### src/rtl/iq_ctrl_pkg.sv
// Shared types and constants for the issue-queue sequencing controller.
// The optional IQ_CTRL_PERF_EN macro adds performance counters to iq_ctrl.
package iq_ctrl_pkg;

  typedef enum logic [1:0] {
    RUN     = 2'd0,
    DRAIN   = 2'd1,
    FLUSH   = 2'd2,
    RECOVER = 2'd3
  } iq_ctrl_state_e;

  localparam int IQ_DEPTH = 16;
  localparam int IQ_ENQ_W = 4;
  localparam int IQ_ISS_W = 2;

  typedef logic [4:0] iq_cnt_t;

  // Smaller of a requested issue count and the entries actually available.
  function automatic logic [1:0] min_cnt(input logic [1:0] want, input iq_cnt_t avail);
    if ({3'b000, want} <= avail) begin
      min_cnt = want;
    end else begin
      min_cnt = avail[1:0];
    end
  endfunction

endpackage

### src/rtl/iq_ctrl_issue_sel.sv
// In-order issue count: pipe 1 only takes an instruction when pipe 0 also does,
// and the queue never issues more than it holds.
import iq_ctrl_pkg::*;

module iq_issue_sel #(
  parameter int ISS_W = IQ_ISS_W
) (
  input  logic       en,
  input  logic [1:0] pipe_ready,
  input  iq_cnt_t    occupancy,
  output logic [1:0] iss_num
);

  logic [1:0] raw_s;
  logic [1:0] cap_s;

  // Raw pipe capacity, clamped to the issue width, then limited by occupancy.
  always_comb begin
    raw_s   = 2'd0;
    cap_s   = 2'd0;
    iss_num = 2'd0;
    case (pipe_ready)
      2'b01:   raw_s = 2'd1;
      2'b11:   raw_s = 2'd2;
      default: raw_s = 2'd0;
    endcase
    if (raw_s > 2'(ISS_W)) begin
      cap_s = 2'(ISS_W);
    end else begin
      cap_s = raw_s;
    end
    if (en) begin
      iss_num = min_cnt(cap_s, occupancy);
    end else begin
      iss_num = 2'd0;
    end
  end

endmodule

### src/rtl/iq_ctrl.sv
// Issue-queue sequencing controller: occupancy owner, enqueue/issue arbitration,
// flush and drain handling. Define IQ_CTRL_PERF_EN to add stall/issue counters.
import iq_ctrl_pkg::*;

module iq_ctrl #(
  parameter int DEPTH = IQ_DEPTH,
  parameter int ENQ_W = IQ_ENQ_W,
  parameter int ISS_W = IQ_ISS_W
) (
  input  logic        clk,
  input  logic        rst,
  input  logic [2:0]  dec_num,
  output logic        dec_stall,
  output logic [2:0]  enq_num,
  input  logic [1:0]  pipe_ready,
  output logic [1:0]  iss_num,
  input  logic        flush,
  input  logic        drain_req,
  output logic        drain_done,
  output logic        iq_clear,
  output logic [4:0]  occupancy,
  output logic [1:0]  state_o
`ifdef IQ_CTRL_PERF_EN
  ,
  output logic [31:0] perf_stall_cnt,
  output logic [31:0] perf_issue_cnt
`endif
);

  iq_ctrl_state_e state_r;
  iq_ctrl_state_e state_case_s;
  iq_ctrl_state_e state_nxt_s;
  iq_cnt_t        occ_r;
  iq_cnt_t        occ_nxt_s;
  logic [2:0]     dec_eff_s;
  logic [5:0]     free_s;
  logic [5:0]     occ_sum_s;
  logic           iss_en_s;

  // Out-of-range offers are treated as no offer at all.
  assign dec_eff_s = (dec_num > 3'(ENQ_W)) ? 3'd0 : dec_num;
  assign free_s    = 6'(DEPTH) - {1'b0, occ_r};
  assign occupancy = occ_r;
  assign state_o   = state_r;

  iq_issue_sel #(
    .ISS_W(ISS_W)
  ) u_issue_sel (
    .en         (iss_en_s),
    .pipe_ready (pipe_ready),
    .occupancy  (occ_r),
    .iss_num    (iss_num)
  );

  // Per-state enqueue/issue decisions and the flush-free next state.
  always_comb begin
    state_case_s = state_r;
    enq_num      = 3'd0;
    dec_stall    = 1'b0;
    drain_done   = 1'b0;
    iq_clear     = 1'b0;
    iss_en_s     = 1'b0;
    case (state_r)
      RUN: begin
        iss_en_s = 1'b1;
        // All-or-nothing accept against free space before this cycle's issues.
        if ({3'b000, dec_eff_s} <= free_s) begin
          enq_num   = dec_eff_s;
          dec_stall = 1'b0;
        end else begin
          enq_num   = 3'd0;
          dec_stall = (dec_eff_s != 3'd0);
        end
        if (drain_req) begin
          state_case_s = DRAIN;
        end else begin
          state_case_s = RUN;
        end
      end
      DRAIN: begin
        iss_en_s   = 1'b1;
        dec_stall  = (dec_eff_s != 3'd0);
        drain_done = (occ_r == 5'd0);
        if (drain_req) begin
          state_case_s = DRAIN;
        end else begin
          state_case_s = RUN;
        end
      end
      FLUSH: begin
        iq_clear     = 1'b1;
        dec_stall    = (dec_eff_s != 3'd0);
        state_case_s = RECOVER;
      end
      RECOVER: begin
        dec_stall = (dec_eff_s != 3'd0);
        if (drain_req) begin
          state_case_s = DRAIN;
        end else begin
          state_case_s = RUN;
        end
      end
      default: begin
        state_case_s = RUN;
      end
    endcase
  end

  assign state_nxt_s = flush ? FLUSH : state_case_s;

  // Next occupancy; a flush request discards this cycle's movement.
  always_comb begin
    occ_sum_s = {1'b0, occ_r} + {3'b000, enq_num} - {4'b0000, iss_num};
    occ_nxt_s = occ_r;
    if (state_r == FLUSH) begin
      occ_nxt_s = 5'd0;
    end else if (flush) begin
      occ_nxt_s = occ_r;
    end else if (occ_sum_s > 6'(DEPTH)) begin
      occ_nxt_s = 5'(DEPTH);
    end else begin
      occ_nxt_s = occ_sum_s[4:0];
    end
  end

  // State and occupancy registers.
  always_ff @(posedge clk) begin
    if (rst) begin
      state_r <= RUN;
      occ_r   <= 5'd0;
    end else begin
      state_r <= state_nxt_s;
      occ_r   <= occ_nxt_s;
    end
  end

`ifdef IQ_CTRL_PERF_EN
  // Free-running performance counters; only reset clears them.
  always_ff @(posedge clk) begin
    if (rst) begin
      perf_stall_cnt <= 32'd0;
      perf_issue_cnt <= 32'd0;
    end else begin
      perf_stall_cnt <= perf_stall_cnt + {31'd0, dec_stall};
      perf_issue_cnt <= perf_issue_cnt + {30'd0, iss_num};
    end
  end
`endif

endmodule

### config.mk
export PLATFORM = sky130hd
export DESIGN_NAME = iq_ctrl
export DESIGN_NICKNAME = d
export VERILOG_FILES = /design/src/rtl/iq_ctrl_pkg.sv /design/src/rtl/iq_ctrl_issue_sel.sv /design/src/rtl/iq_ctrl.sv
export SDC_FILE = /design/constraint.sdc
export NUM_CORES = 1
export LEC_CHECK = 0
export ABC_AREA = 1
export BUFFER_PORTS_ARGS = -buffer_cell sky130_fd_sc_hd__buf_2
export CORE_MARGIN = 2
export CORE_UTILIZATION = 47
export CTS_CLUSTER_SIZE = 14
export DETAILED_ROUTE_END_ITERATION = 10
export PLACE_DENSITY = 0.75
export SETUP_SLACK_MARGIN = 0.05
export SYNTH_ARGS = -nofsm -noshare
export SYNTH_HDL_FRONTEND = slang
export SYNTH_SLANG_ARGS = --single-unit
### constraint.sdc
create_clock -name clk -period 3.6 [get_ports clk]
set_input_delay 0.54 -clock clk [delete_from_list [all_inputs] [get_ports clk]]
set_output_delay 0.54 -clock clk [all_outputs]
set_load 0.01 [all_outputs]
# Word level (Yosys, flattened, before mapping)
# Index checks and enable logic that the tools add are counted.
# word_totals
in_bits,9
reg_bits,7
out_inout_bits,15
# op_classes
addsub,3
n_reduce_logical,8
n_mux,16
n_lt_le_gt_ge,5
eq_ne,5
# ops
op,count
$mux 3,3
$mux 2,4
$pmux 2 s2,2
$add 5x3->6,1
$eq 2x2->1 const B,3
$gt 6x5->1 const B,1
$le 3x6->1,1
$reduce_or 2->1,3
$reduce_or 3->1,2
$sub 5x5->6 const A,1
$sub 6x2->6,1
$le 2x5->1,1
$logic_not 5->1,1
$mux 1,5
$mux 5,1
$eq 2x1->1 const B,2
$gt 3x3->1 const B,1
$reduce_bool 3->1,1
$gt 2x2->1 const B,1
$logic_not 2->1,1
$pmux 1 s2,1

# Depth between registers and ports, before layout
# logic_depth
depth_word,10
ltp_mapped,24

# Modules after synthesis
# Synthesis repeated with hierarchy kept, for this count alone.
# hier_totals
cells_unflattened,163
hier_area_um2,985.9
# by_module_without_submodules
mod,cells_each,area_each_um2,instances,seq_area_each_um2
iq_ctrl,133,827.0,1,140.1
iq_issue_sel,30,158.9,1,0.0

# Worst setup path before layout
# OpenSTA, ideal clock, no wires.
# synth_timing
path_kind,in2reg
start,in dec_num[2]
end,reg occ_r[0] (netlist: occupancy[0])
required_time_ns,3.530
arrival_time_ns,3.450
setup_slack_ns,0.080
stages,21
path_buffers,0
path_cell_list,inv_1 o21ai_0 inv_1 ha_1 inv_1 nor2_1 o21ai_0 nand2_1 nand2_1 nand2_2 nor2_2 inv_1 fa_1 inv_1 fa_1 xor2_1 nor2_1 nand2_1 nand2_2 nand3_1 a21oi_1
# synth_via
elab_chain_len,9
# synth_rtl
element,line_no,rtl
start: declaration,iq_ctrl.sv:12,"input logic [2:0] dec_num,"
$gt 3x3->1,iq_ctrl.sv:41,assign dec_eff_s = (dec_num > 3'(ENQ_W)) ? 3'd0 : dec_num;
$mux 3 (*),iq_ctrl.sv:41,
$le 3x6->1,iq_ctrl.sv:67,"if ({3'b000, dec_eff_s} <= free_s) begin"
$mux 3 (*),iq_ctrl.sv:67,
$mux 3 (*),iq_ctrl.sv:63,case (state_r)
net enq_num[1],iq_ctrl.sv:14,"output logic [2:0] enq_num,"
$add 5x3->6 (*),iq_ctrl.sv:113,"occ_sum_s = {1'b0, occ_r} + {3'b000, enq_num} - {4'b0000, iss_num};"
$sub 6x2->6 (*),iq_ctrl.sv:113,
$gt 6x5->1 (*),iq_ctrl.sv:119,end else if (occ_sum_s > 6'(DEPTH)) begin
$mux 5 (*),iq_ctrl.sv:119,
end signal: assignment,iq_ctrl.sv:133,occ_r <= occ_nxt_s;
end: declaration,iq_ctrl.sv:33,iq_cnt_t occ_r;
# The timed path passes the listed nets; every way through them passes the cells marked *.
# A chain may end at the register's enable or synchronous reset.

# Final worst setup path
# layout_timing
start,reg occ_r[1] (netlist: occupancy[1])
end,reg occ_r[1] (netlist: occupancy[1])
# layout_via
elab_chain_len,8
elab_cells_between_ends,11
cone_classes,add/sub (3); order compare (3); mux (5)
# layout_rtl
element,line_no,rtl
$sub 5x5->6,iq_ctrl.sv:42,"assign free_s = 6'(DEPTH) - {1'b0, occ_r};"
$le 3x6->1,iq_ctrl.sv:67,
$mux 3,iq_ctrl.sv:67,
$mux 3,iq_ctrl.sv:63,
$add 5x3->6,iq_ctrl.sv:113,
$sub 6x2->6 (*),iq_ctrl.sv:113,
$gt 6x5->1,iq_ctrl.sv:119,
$mux 5 (*),iq_ctrl.sv:119,
# Mark *: on every way between the ends. The rest lies on a longest branch, timed or not.

==> summary.md <==
| Metric | Value |
|---|---|
| CTS root buf | clkbuf_4 |
| Reg2reg start | occupancy[1]$_SDFFE_PP0N_ |
| Final setup violation count | 0 |
| Synth cell types | 18 |
| First-pass GRT wire length | 3440 µm |
| Rows | 15 |
| Via count of the first global-routing pass | 859 |
| RSZ-0062 raised after global routing | no |
| FMAX | 0.300 GHz |
| Die ar. | 0.00231 mm² |
| CTS buffer count | 3 |
| Vias/cell | 4.94 |
| Initial drt markers | 21 |
| Nets | 207 |
| Die Wd | 48.0 µm |
| CP required | 3.78 ns |
| Leading area contributor after synthesis | ha_1 |
| Critical path type | register to register |
| Synthesis Warnings | 0 |
| Clock skew | 0.00220 ns |
| Die height | 48.0 µm |
| Area grow syn2layout | 30.1% |
| CTS Sinks | 7 |
| First drt pass iteration count | 4 |
| Top_reg_cell synth | dfxtp_1 |
| Worst Hold Class | input port to register |
| CTS tree | built |
| Core area | 0.00178 mm² |
| Top-count cell post-synth | inv_1 |
| Largest net degree at the start of global routing | 12 |
| Number of max-cap violations | 0 |
| Total grt overflow | 0 |
| Vias | 1,007 |
| CP Data Arrival Time | 3.52 ns |
| Initial Util | 0.511 |
| Routed Antenna Nets | 0 |
| Synth Net Count | 173 |
| Fin crit period | 3.34 ns |
| Post-synth EDFFs | 0 |
| Post-synthesis async set-or-reset flop share | 0 |
| FF+latch count, synth | 7 |
| Status | complete, no violations |
| Critical path peak fanout | 4 |
| H-tree levels | 1 |
| Syn avg cell area | 6.24 µm² |
| HPWL Detailed | 1840 µm |
| Cell count after synthesis | 146 |
| Share of the synthesized area in the top cell type | 0.220 |
| Max-slew headroom | 0.838 |
| Area post-placement | 0.00109 mm² |
| Post-synthesis sequential area ratio | 0.154 |
| GP Congestion | 0.872 |
| Fin area | 0.00118 mm² |
| Synth area leaders | ha_1 22%, dfxtp_1 15%, inv_1 13% |
| Worst-path clk slew | 0.05 ns |
| Period utilization | 0.927 |
| Total GRT Usage | 0.215 |
| Critical Path Source | occupancy[1]$_SDFFE_PP0N_ |
| DR WL/cell | 11.5 µm |
| Share of layout cells above drive strength 1 | 0.313 |
| Fillers | 176 |
| Slew Viols, Final | 0 |
| DRC | 0 |
| Routed wire length | 2340 µm |
| Antenna cells | 0 |
| Top Ports | 24 |
| Startpoint types | register |
| Clock Tree Buf Depth | 2 |
| Worst hold start | rst |
| Clk Latency, worst-skew pair | 0.25 ns |
| PortBufs | 23 |
| Final hold viol count | 0 |
| CP Capture Type | register |
| Synthesized area | 911 µm² |
| Slew at the pin closest to its max-slew limit | 0.243 ns |
| Top cells by count, synth | 31 x inv_1, 29 x nand2_1, 20 x nor2_1 |
| Initial antenna violation count | 0 |
-- kinds of logic (layout without fill, tap and decap cells) --
family,after synthesis,after routing,synth area share
flip-flops,7,7,0.154
buffers and inverters,34,67,0.140
AO/OA/AOI/OAI,17,17,0.0989
XOR/XNOR,3,3,0.0289
adder cells (fa/ha/maj),18,18,0.264
AND/OR/NAND/NOR,67,67,0.315
-- per-stage QoR --
stage / setup slack [ns] / setup TNS [ns] / cells / util / hold slack (ns)
5_1_grt: 0.0265 / 0 / 204 / 0.665 / 0.470
6_report: 0.264 / 0 / 204 / 0.665 / 0.482
3_3_place_gp: 0.0118 / 0 / 198 / 0.612 / 0.501
3_5_place_dp: -0.0749 / -0.239 / 198 / 0.612 / 0.510
4_1_cts: 0.134 / 0 / 202 / 0.627 / 0.472
2_1_floorplan: 0.0803 / 0 / 146 / - / 0.511
-- repair_timing --
| item | CTS | global route |
|---|---|---|
| setup endpoints to repair | 0 | 5 |
| buffers inserted | 0 | 2 |
| resized for setup | 0 | 19 |
| hold buffers | 0 | 0 |
-- layer usage --
| layer | track usage | share of wire |
|---|---|---|
| met5 | 0 | 0 |
| met4 | 0.0811 | 0.023 |
| met3 | 0.0226 | 0.044 |
| met2 | 0.384 | 0.51 |
| met1 | 0.261 | 0.42 |
-- final timing paths --
path	depth (start not counted)	to	slack, ns
worst max-delay path	20	occupancy[1]$_SDFFE_PP0N_	0.26
worst min-delay path	2	state_o[1]$_SDFF_PP0_	0.48
worst max register to register	20	occupancy[1]$_SDFFE_PP0N_	0.26
worst min register to register	2	occupancy[3]$_SDFFE_PP0N_	0.56
-- cells in the final DEF, fill, tap and decap left out, types with 2 or more instances in the layout --
cell type  instances
inv_2              5
clkbuf_4           3
nand2_1           26
dfxtp_1            5
inv_1             28
nand2_2            5
nand4_1            2
nand3_1            7
o21ai_1            2
buf_2             23
a21oi_1            7
xor2_1             2
ha_1              16
nor2_1            20
o21ai_0            4
a21oi_2            2
nand3_2            5
dfxtp_2            2
buf_4              7
-- sequential cells by signal, indices dropped and copies added, names as in the netlist --
name       flops
occupancy      5
state_o        2
-- critical path, cell delays in order, from the launching register on --
cell and delay, ns:
dfxtp_2 0.34, inv_1 0.06, ha_1 0.21, xor2_1 0.15, ha_1 0.31, nand3_1 0.09, nand3_1 0.09, nor2_1 0.05
nand2_1 0.06, nand2_2 0.07, nor2_4 0.13, inv_2 0.04, fa_1 0.50, inv_2 0.05, fa_2 0.39, xor2_2 0.20
nor2_1 0.11, nand2_1 0.07, nand2_2 0.12, nand3_2 0.10, a21oi_2 0.14
-- layout make-up --
type	instances	area (µm²)	area share
inverter	33	124	0.105
multi-input combinational	105	693	0.585
timing repair buffer	30	168	0.141
tap	25	31.3	0.0264
sequential	7	143	0.120
clock buffer	4	26.3	0.0222
Power is left out: the tool's default activity adds up to more than one toggle a clock period on the data nets, which glitch-free logic cannot reach.
